$ cat src/rtl/ctrl_pkg.sv
// Shared encodings for the datapath controller: FSM states, opcodes, ALU codes,
// branch conditions, mux selects and the EXEC-stage instruction decoder.
package ctrl_pkg;

    localparam int unsigned DATA_W = 16;
    localparam int unsigned ALU_W  = 4;
    localparam int unsigned PSR_W  = 5;
    localparam int unsigned OP_W   = 4;

    typedef enum logic [2:0] {
        S_FETCH    = 3'd0,
        S_DECODE   = 3'd1,
        S_EXEC     = 3'd2,
        S_LOAD_MEM = 3'd3,
        S_LOAD_WB  = 3'd4,
        S_STOR     = 3'd5,
        S_BRANCH   = 3'd6
    } state_t;

    localparam logic [ALU_W-1:0] ALU_ADD = 4'b0000;
    localparam logic [ALU_W-1:0] ALU_SUB = 4'b0001;
    localparam logic [ALU_W-1:0] ALU_CMP = 4'b0010;
    localparam logic [ALU_W-1:0] ALU_AND = 4'b0011;
    localparam logic [ALU_W-1:0] ALU_OR  = 4'b0100;
    localparam logic [ALU_W-1:0] ALU_XOR = 4'b0101;
    localparam logic [ALU_W-1:0] ALU_MOV = 4'b0110;

    // R-type OpCodeExt values equal the matching I-type OpCodes.
    localparam logic [OP_W-1:0] OP_RTYPE = 4'b0000;
    localparam logic [OP_W-1:0] OP_ANDI  = 4'b0001;
    localparam logic [OP_W-1:0] OP_ORI   = 4'b0010;
    localparam logic [OP_W-1:0] OP_XORI  = 4'b0011;
    localparam logic [OP_W-1:0] OP_MEM   = 4'b0100;
    localparam logic [OP_W-1:0] OP_ADDI  = 4'b0101;
    localparam logic [OP_W-1:0] OP_SHIFT = 4'b1000;
    localparam logic [OP_W-1:0] OP_SUBI  = 4'b1001;
    localparam logic [OP_W-1:0] OP_CMPI  = 4'b1011;
    localparam logic [OP_W-1:0] OP_BCOND = 4'b1100;
    localparam logic [OP_W-1:0] OP_MOVI  = 4'b1101;

    localparam logic [OP_W-1:0] EXT_LOAD = 4'b0000;
    localparam logic [OP_W-1:0] EXT_STOR = 4'b0100;
    localparam logic [OP_W-1:0] EXT_LSH  = 4'b0100;

    localparam logic [3:0] COND_EQ = 4'h0;
    localparam logic [3:0] COND_NE = 4'h1;
    localparam logic [3:0] COND_CS = 4'h2;
    localparam logic [3:0] COND_CC = 4'h3;
    localparam logic [3:0] COND_HI = 4'h4;
    localparam logic [3:0] COND_LS = 4'h5;
    localparam logic [3:0] COND_GT = 4'h6;
    localparam logic [3:0] COND_LE = 4'h7;
    localparam logic [3:0] COND_FS = 4'h8;
    localparam logic [3:0] COND_FC = 4'h9;
    localparam logic [3:0] COND_LO = 4'hA;
    localparam logic [3:0] COND_HS = 4'hB;
    localparam logic [3:0] COND_LT = 4'hC;
    localparam logic [3:0] COND_GE = 4'hD;
    localparam logic [3:0] COND_UC = 4'hE;
    localparam logic [3:0] COND_NV = 4'hF;

    localparam logic [1:0] MUX4_REG = 2'b00;
    localparam logic [1:0] MUX4_IMM = 2'b01;
    localparam logic [1:0] WB_ALU   = 2'b00;
    localparam logic [1:0] WB_MEM   = 2'b01;
    localparam logic [1:0] WB_MOV   = 2'b10;

    typedef struct packed {
        logic             valid;
        logic             wb;
        logic             imm;
        logic             set_psr;
        logic             mov;
        logic             zext;
        logic             shift;
        logic             shift_imm;
        logic [ALU_W-1:0] alu;
    } exec_dec_t;

    function automatic exec_dec_t alu_op(input logic [OP_W-1:0] code);
        exec_dec_t d;
        d       = '0;
        d.valid = 1'b1;
        d.wb    = 1'b1;
        case (code)
            OP_ADDI: begin d.alu = ALU_ADD; d.set_psr = 1'b1; end
            OP_SUBI: begin d.alu = ALU_SUB; d.set_psr = 1'b1; end
            OP_CMPI: begin d.alu = ALU_CMP; d.set_psr = 1'b1; d.wb = 1'b0; end
            OP_ANDI: begin d.alu = ALU_AND; d.zext = 1'b1; end
            OP_ORI:  begin d.alu = ALU_OR;  d.zext = 1'b1; end
            OP_XORI: begin d.alu = ALU_XOR; d.zext = 1'b1; end
            OP_MOVI: begin d.alu = ALU_MOV; d.mov = 1'b1; end
            default: d = '0;
        endcase
        return d;
    endfunction

    // Anything not recognised decodes to valid=0, which EXEC treats as a NOP.
    function automatic exec_dec_t decode_exec(input logic [OP_W-1:0] op,
                                              input logic [OP_W-1:0] ext);
        exec_dec_t d;
        d = '0;
        if (op == OP_RTYPE) begin
            d      = alu_op(ext);
            d.zext = 1'b0;
        end else if (op == OP_SHIFT) begin
            if (ext == EXT_LSH || ext[3:1] == 3'b000) begin
                d.valid     = 1'b1;
                d.wb        = 1'b1;
                d.shift     = 1'b1;
                d.shift_imm = (ext != EXT_LSH);
                d.alu       = ALU_ADD;
            end
        end else begin
            d     = alu_op(op);
            d.imm = d.valid;
        end
        return d;
    endfunction

endpackage

$ cat src/rtl/branchCond.sv
// Combinational branch resolution: condition code against captured {C,L,F,Z,N}.
module branchCond
    import ctrl_pkg::*;
(
    input  logic [3:0]       i_cond,
    input  logic [PSR_W-1:0] i_psr,
    output logic             o_taken_c
);

    logic w_c, w_l, w_f, w_z, w_n;
    assign {w_c, w_l, w_f, w_z, w_n} = i_psr;

    always_comb begin
        o_taken_c = 1'b0;
        case (i_cond)
            COND_EQ: o_taken_c = w_z;
            COND_NE: o_taken_c = !w_z;
            COND_CS: o_taken_c = w_c;
            COND_CC: o_taken_c = !w_c;
            COND_HI: o_taken_c = w_l;
            COND_LS: o_taken_c = !w_l;
            COND_GT: o_taken_c = w_n;
            COND_LE: o_taken_c = !w_n;
            COND_FS: o_taken_c = w_f;
            COND_FC: o_taken_c = !w_f;
            COND_LO: o_taken_c = !w_l && !w_z;
            COND_HS: o_taken_c = w_l || w_z;
            COND_LT: o_taken_c = !w_n && !w_z;
            COND_GE: o_taken_c = w_n || w_z;
            COND_UC: o_taken_c = 1'b1;
            COND_NV: o_taken_c = 1'b0;
            default: o_taken_c = 1'b0;
        endcase
    end

endmodule

$ cat src/rtl/datapath_controller.sv
// Multi-cycle control FSM for the 16-bit datapath: owns PC, PSR and the
// instruction register, and drives every datapath enable/select from state.
module datapath_controller
    import ctrl_pkg::*;
(
    input  logic              clk,
    input  logic              reset_n,
    input  logic [DATA_W-1:0] instruction,
    input  logic              memReady,
    input  logic              C,
    input  logic              L,
    input  logic              F,
    input  logic              Z,
    input  logic              N,
    output logic [DATA_W-1:0] pc,
    output logic              adrSel,
    output logic              memWe,
    output logic              irS,
    output logic              srcRegEn,
    output logic              dstRegEn,
    output logic              immRegEn,
    output logic              regFileEn,
    output logic              signEn,
    output logic [1:0]        mux4En,
    output logic [1:0]        exMemResultEn,
    output logic              regImmMuxEn,
    output logic              shiftALUMuxEn,
    output logic [ALU_W-1:0]  aluControl,
    output logic [PSR_W-1:0]  psr
);

    state_t            r_state;
    state_t            w_state_next;
    logic [DATA_W-1:0] r_pc;
    logic [DATA_W-1:0] r_ir;
    logic [PSR_W-1:0]  r_psr;
    logic [DATA_W-1:0] w_pc_next;
    logic              w_pc_en;
    logic              w_psr_en;
    logic              w_taken;
    exec_dec_t         w_dec;

    logic [OP_W-1:0] w_op;
    logic [OP_W-1:0] w_cond;
    logic [OP_W-1:0] w_ext;
    logic [7:0]      w_imm;

    assign w_op   = r_ir[15:12];
    assign w_cond = r_ir[11:8];
    assign w_ext  = r_ir[7:4];
    assign w_imm  = r_ir[7:0];
    assign w_dec  = decode_exec(w_op, w_ext);
    assign pc     = r_pc;
    assign psr    = r_psr;

    branchCond u_branch_cond (
        .i_cond    (w_cond),
        .i_psr     (r_psr),
        .o_taken_c (w_taken)
    );

    always_ff @(posedge clk or negedge reset_n) begin
        if (!reset_n) begin
            r_state <= S_FETCH;
            r_pc    <= '0;
            r_psr   <= '0;
            r_ir    <= '0;
        end else begin
            r_state <= w_state_next;
            if (w_pc_en)  r_pc  <= w_pc_next;
            if (w_psr_en) r_psr <= {C, L, F, Z, N};
            if (irS)      r_ir  <= instruction;
        end
    end

    always_comb begin
        w_state_next  = r_state;
        w_pc_en       = 1'b0;
        w_pc_next     = r_pc + 16'd1;
        w_psr_en      = 1'b0;
        adrSel        = 1'b0;
        memWe         = 1'b0;
        irS           = 1'b0;
        srcRegEn      = 1'b0;
        dstRegEn      = 1'b0;
        immRegEn      = 1'b0;
        regFileEn     = 1'b0;
        signEn        = 1'b0;
        mux4En        = MUX4_REG;
        exMemResultEn = WB_ALU;
        regImmMuxEn   = 1'b0;
        shiftALUMuxEn = 1'b0;
        aluControl    = ALU_ADD;

        case (r_state)
            S_FETCH: begin
                if (memReady) begin
                    irS          = 1'b1;
                    w_state_next = S_DECODE;
                end
            end
            S_DECODE: begin
                srcRegEn = 1'b1;
                dstRegEn = 1'b1;
                immRegEn = 1'b1;
                signEn   = w_dec.valid && !(w_dec.imm && w_dec.zext);
                if (w_op == OP_MEM && w_ext == EXT_LOAD)      w_state_next = S_LOAD_MEM;
                else if (w_op == OP_MEM && w_ext == EXT_STOR) w_state_next = S_STOR;
                else if (w_op == OP_BCOND)                    w_state_next = S_BRANCH;
                else                                          w_state_next = S_EXEC;
            end
            S_EXEC: begin
                regFileEn     = w_dec.valid && w_dec.wb;
                mux4En        = w_dec.imm ? MUX4_IMM : MUX4_REG;
                exMemResultEn = w_dec.mov ? WB_MOV : WB_ALU;
                shiftALUMuxEn = w_dec.shift;
                regImmMuxEn   = w_dec.shift_imm;
                signEn        = w_dec.valid && !(w_dec.imm && w_dec.zext);
                aluControl    = w_dec.alu;
                w_psr_en      = w_dec.valid && w_dec.set_psr;
                w_pc_en       = 1'b1;
                w_state_next  = S_FETCH;
            end
            S_LOAD_MEM: begin
                adrSel = 1'b1;
                if (memReady) w_state_next = S_LOAD_WB;
            end
            S_LOAD_WB: begin
                exMemResultEn = WB_MEM;
                regFileEn     = 1'b1;
                w_pc_en       = 1'b1;
                w_state_next  = S_FETCH;
            end
            S_STOR: begin
                adrSel       = 1'b1;
                memWe        = 1'b1;
                w_pc_en      = 1'b1;
                w_state_next = S_FETCH;
            end
            S_BRANCH: begin
                // Displacement is the low byte, sign-extended; wraps mod 2^16.
                if (w_taken) w_pc_next = r_pc + {{8{w_imm[7]}}, w_imm};
                w_pc_en      = 1'b1;
                w_state_next = S_FETCH;
            end
            default: w_state_next = S_FETCH;
        endcase
    end

endmodule

$ cat config.mk
export PLATFORM = sky130hd
export DESIGN_NAME = datapath_controller
export DESIGN_NICKNAME = d
export VERILOG_FILES = /design/src/rtl/ctrl_pkg.sv /design/src/rtl/branchCond.sv /design/src/rtl/datapath_controller.sv
export SDC_FILE = /design/constraint.sdc
export NUM_CORES = 1
export LEC_CHECK = 0
export CORE_MARGIN = 10
export CORE_UTILIZATION = 54
export CTS_BUF_LIST = sky130_fd_sc_hd__clkbuf_4 sky130_fd_sc_hd__clkbuf_8
export CTS_CLUSTER_DIAMETER = 40
export DETAILED_ROUTE_END_ITERATION = 8
export PLACE_DENSITY = 0.83
export SLEW_MARGIN = 0
export SYNTH_ARGS = -nofsm -noshare
export SYNTH_HDL_FRONTEND = slang
export SYNTH_HIERARCHICAL = 1
export SYNTH_SLANG_ARGS = --single-unit
$ cat constraint.sdc
create_clock -name clk -period 3.3 [get_ports clk]
set_clock_uncertainty 0.2 [all_clocks]
set_input_delay 0.495 -clock clk [delete_from_list [all_inputs] [get_ports clk]]
set_output_delay 0.495 -clock clk [all_outputs]
set_load 0.01 [all_outputs]
# After elaboration in Yosys (flattened, before gate mapping)
# Index checks and enable logic that the tools add are counted.
# word_totals
reg_bits,40
latchBits,0
ram_bits,0
rom_bits,0
inputBits,24
out_inout_bits,39
word_cells,123
n_memories,0
# classes
addsub,2
n_mul,0
n_div,0
n_lt_le_gt_ge,0
eq_ne,42
shift,0
n_mux,42
bitwise_logic,0
n_reduce_logical,33
# ops
cell,n
$eq 4x4->1 const B,16
$pmux 3 s6,2
$eq 4x3->1 const B,8
$mux 16,2
$eq 4x2->1 const B,6
$mux 1,21
$add 16x1->16 const B,1
$add 16x16->16,1
$pmux 1 s16,1
$mux 3,5
$reduce_or 7->1,2
$eq 4x1->1 const B,3
$logic_not 4->1,3
$mux 12,1
$mux 6,2
$reduce_or 6->1,2
$eq 3x3->1 const B,3
$pmux 3 s3,1
$reduce_or 3->1,3
$logic_and 1x1->1,8
$mux 4,2
$eq 3x2->1 const B,2
$logic_not 1->1,6
$logic_not 3->1,2
other kinds (10),16

# Longest topological paths before layout
# depth
ltp_word,9
ltp_mapped,11
ltp_nobuf,10

# By module
# Netlist, hierarchy kept.
# modules_own_cells
mod,n_inst,cells_each,area_each_um2,seq_area_each_um2
datapath_controller,1,361,3093.0,1001.0
branchCond,1,23,183.9,0.0

# Least setup slack after synthesis
# OpenSTA, ideal clock, no wires.
# synth_path
kind,register -> register
from,register r_psr[1] (netlist: psr[1])
to,register r_pc[15] (netlist: pc[15])
setup_ns,0.140
arrival_ns,2.403
required_ns,2.960
slack_ns,0.557
stages_incl_launch_ff,11
path_buffers,0
synth_period_minus_slack_ns,2.743
cell_sequence,dfrtp_1 nor3b_2 o31ai_1 a211o_1 a221o_1 nand4b_1 o21ai_2 or3_4 and3_4 o211ai_2 o2111ai_1
# synth_between
elab_chain_len,5
word_cells_on_any_way,8
classes_between,3 x mux; 5 x reduce/logical
# synth_rtl
item,line,rtl
"start, declared",datapath_controller.sv:36,logic [PSR_W-1:0] r_psr;
"start signal, assigned",datapath_controller.sv:71,"if (w_psr_en) r_psr <= {C, L, F, Z, N};"
$logic_not 1->1,"branchCond.sv:17, branchCond.sv:26, branchCond.sv:28",
$logic_and 1x1->1 (on tied branches),"branchCond.sv:28, branchCond.sv:26",
$pmux 1 s16 *,branchCond.sv:15,case (i_cond)
net w_taken,datapath_controller.sv:40,logic w_taken;
$mux 16 *,datapath_controller.sv:142,"if (w_taken) w_pc_next = r_pc + {{8{w_imm[7]}}, w_imm};"
$mux 16 *,datapath_controller.sv:95,case (r_state)
"end signal, assigned",datapath_controller.sv:70,if (w_pc_en) r_pc <= w_pc_next;
"end, declared",datapath_controller.sv:34,logic [DATA_W-1:0] r_pc;
# The timed path passes the listed nets; every way through them passes the cells marked *.
# A chain may end at the register's enable or synchronous reset.

# Worst setup path after layout
# layout_path
from,register r_ir[7]
to,output port aluControl[0]
# layout_between
elab_chain_len,4
word_cells_on_any_way,9
classes_between,6 x eq/ne; 3 x mux
# layout_rtl
item,line,rtl
"start, declared",datapath_controller.sv:35,logic [DATA_W-1:0] r_ir;
"start signal, assigned",datapath_controller.sv:72,if (irS) r_ir <= instruction;
"$eq 4x4->1, or another cell as far along",ctrl_pkg.sv:85,case (code)
$pmux 3 s6 *,ctrl_pkg.sv:85,
$mux 12 *,ctrl_pkg.sv:103,if (op == OP_RTYPE) begin
$mux 4 *,datapath_controller.sv:95,
"end, declared",datapath_controller.sv:28,"output logic [ALU_W-1:0] aluControl,"
# Mark *: on every way between the ends. The rest lies on a longest branch, timed or not.

==> impl_metrics.ini <==
[detailed_routing]
wirelength_um = 8812
drt-vias-per-instance = 6.269
drtIter0Drc = 211
drt-pass1-iter-count = 5
drc = 0
postRouteAntennaNets = 0
drt-wirelength-per-cell_um = 17.18
num_vias = 3216

[timing]
timing.setup.tns_ns = 0
setup_violations = 0
rsz0062_at_grt = no
report.final.hold_viol_count = 0
max_freq_ghz = 0.3225
tightest_slew_ns = 0.9705
slew_violations = 0
min_period_over_period_pct = 93.98
period_minus_slack_ns = 3.101
slew_headroom_pct = 35.30
worst_slack_ns = 0.1988

[logic_synthesis]
synth_edf_count = 0
async_flop_share_pct = 100.0
ys_seq_area_share_pct = 30.55
synthAdderAreaFrac_pct = 6.720
synth_area_leaders = dfrtp_1 (31%), mux2_2 (6.2%), ha_1 (6.1%)
synth_top_area_share_pct = 30.55
yosysMostFrequentCell = dfrtp_1
synth.area.mux_share_pct = 7.102
synth_common_cells = dfrtp_1 (40), nand2_1 (36), a21oi_1 (29), o21ai_0 (29), nor2_1 (22)
synth_compound_area_share_pct = 24.02
netlist_area_um2 = 3277
yosysWarnings = 6
synth_area_leader_cell = dfrtp_1
synth-simple-area-share_pct = 22.07
synth_top_family_by_area = compound AO/OA/AOI/OAI gates
netlist_instances = 384
ys_ff_latch = 40
synth-xor-area-share_pct = 4.276
synth_cell_types = 61
synth_ff_type = dfrtp_1
syn_avg_cell_area_um2 = 8.534

[global_route]
antenna_found_initial = 0
grt.overflow.total = 0
grt_usage_pct = 17.82
grt_use_met2_pct = 31.73
grt_pass1_vias = 3211
grt_max_degree = 41
grt_pass1_wl_um = 14980
met1_usage_pct = 20.55
grt_use_met3_pct = 4.017
busiest_layer = met2

[floorplan]
io_pins = 63
die_area_um2 = 9584
dieHeight_um = 97.90
core-area_um2 = 5921
die_w_um = 97.90
rows = 28
initial_utilization_pct = 55.35

[clock_network]
cts_tree = built
clkSlewWorstSetupHoldPaths_ns = 0.08
cts_max_level = 2
clk_latency_ns = 0.30
clockBufferDepth = 2
cts_buffers = 5
cts_root_buf = clkbuf_8
post-cts-setup-buffer-count = 0
cts_num_sinks = 40

[power]
ir_worst_vdd_mv = 0.5148
leakage_uw = 0.001653
power_uw = 4031
power.density_nw_per_um2 = 999.3

[setup_path]
end_kind = output port
path_max_fanout = 20
r2r-end = pc[15]$_DFFE_PN0P_
worstSetupPathType = flop to output port
worst-r2r-cell-count = 10
reg2reg_slack_ns = 0.38
arrival_ns = 2.41
endpoint = aluControl[0]
crit_start = r_ir[7]$_DFFE_PN0P_
worstPathRequired_ns = 2.60
rr_startpoint = r_ir[8]$_DFFE_PN0P_
worstSetupStartpointType = flop

[layout]
syn_to_final_growth_pct = 23.10
layout.nets = 478
antenna_cells = 0
fill_cells = 490
design_area_um2 = 4034
drive_gt1_share_pct = 11.19

[placement]
port_buffers = 60
postPlaceCellArea_um2 = 3901
pre_cts_ws_ns = 0.4127
gp_congestion = 0.9315
hpwl_um = 6518

[job]
max_cap_violations = 0

[worst_hold_path]
min-delay-path-class = input port to async pin

[run_status]
status = complete, no violations
-- critical path, stage by stage (launching register included) --
cell and delay [ns]:
dfrtp_1 0.42, buf_4 0.23, a2111oi_0 0.45, o21bai_1 0.11
a211oi_1 0.29, clkdlybuf4s50_1 0.60
-- registers in the layout (all words and copies together), names as in the netlist --
signal and cells:
pc 16, r_state 3, psr 5, r_ir 16
-- per-layer routing --
metal | wire length (um) | part of all wire, %
met4 | 160 | 1.8
met2 | 4407 | 50
met3 | 511 | 5.8
met1 | 3733 | 42
met5 | 0 | 0
-- area by class of cell --
class	count	area, um^2	area share [%]
clock buffers	5	68.82	1.706
repair buffers	66	640.6	15.88
flip-flops and latches	40	1001	24.81
multi-input cells	311	2138	53.01
inverters	13	48.80	1.210
well taps	75	93.84	2.326
clock inverters	3	42.54	1.055
-- how the worst min path moves through the flow --
| stage | endpoint | depth (start not counted) | slack (ns) |
|---|---|---|---|
| after detailed placement | r_ir[2]$_DFFE_PN0P_ | 1 | 0.30 |
| after floorplan | pc[0]$_DFFE_PN0P_ | 0 | -0.0006 |
| after global routing | r_ir[0]$_DFFE_PN0P_ | 1 | 0.20 |
| final | pc[0]$_DFFE_PN0P_ | 1 | 0.14 |
| after global placement | r_ir[0]$_DFFE_PN0P_ | 1 | 0.29 |
| after CTS | pc[7]$_DFFE_PN0P_ | 1 | 0.17 |
-- through the flow --
step	util [%]	hold slack, ns	instances
floorplan	-	-0.0005910	385
global placement	65.89	0.2947	505
detailed placement	65.89	0.3022	505
CTS	67.77	0.1736	513
global route	68.13	0.1978	513
finish	68.13	0.1428	513
-- repair_timing --
| action | in CTS | in global routing |
|---|---|---|
| gates resized for setup | 0 | 3 |
| hold buffers | 0 | 0 |
| setup endpoints to repair | 0 | 1 |
-- report_power, final --
group	leakage (uW)	internal, uW	total [uW]	switching, uW
clock	0.0000541	224	423	198
combinational	0.00111	1210	2500	1290
sequential	0.000489	705	1110	405
-- cells in the final DEF (no fill, tap or decap), types with 3 or more instances in the layout --
cell type        synthesis  routed
a211oi_1                 4       4
a21o_1                  10      10
a21oi_1                 29      29
a221o_1                  3       3
a31oi_1                 10      10
and2b_1                  3       3
and3_1                   8       8
buf_4                    5       6
clkbuf_8                 0       5
clkdlybuf4s50_1          0      59
dfrtp_1                 40      40
ha_1                    16      16
inv_1                   13      13
mux2_2                  18      18
mux2i_1                  3       3
nand2_1                 36      36
nand2b_1                 7       7
nand3_1                 14      14
nand4_1                  4       4
nor2_1                  22      22
nor2b_1                  6       6
nor3_1                  12      12
nor4_1                   6       4
o211ai_1                 6       6
o21a_1                   3       3
o21ai_0                 29      29
o21bai_1                 3       3
o31ai_1                  3       3
o32ai_1                  3       3
o41ai_1                  3       3
xnor2_1                  8       8
xor2_1                   8       8
-- kinds of logic after synthesis --
family,Yosys count
xor gates and xnor gates,16
buffers and inverters,34
adders and majority gates,17
and+or+nand+nor,134
muxes,21
other,1
DFF,40
AOI/OAI and AO/OA,121
No activity file was read; power rests on OpenSTA's default activity.
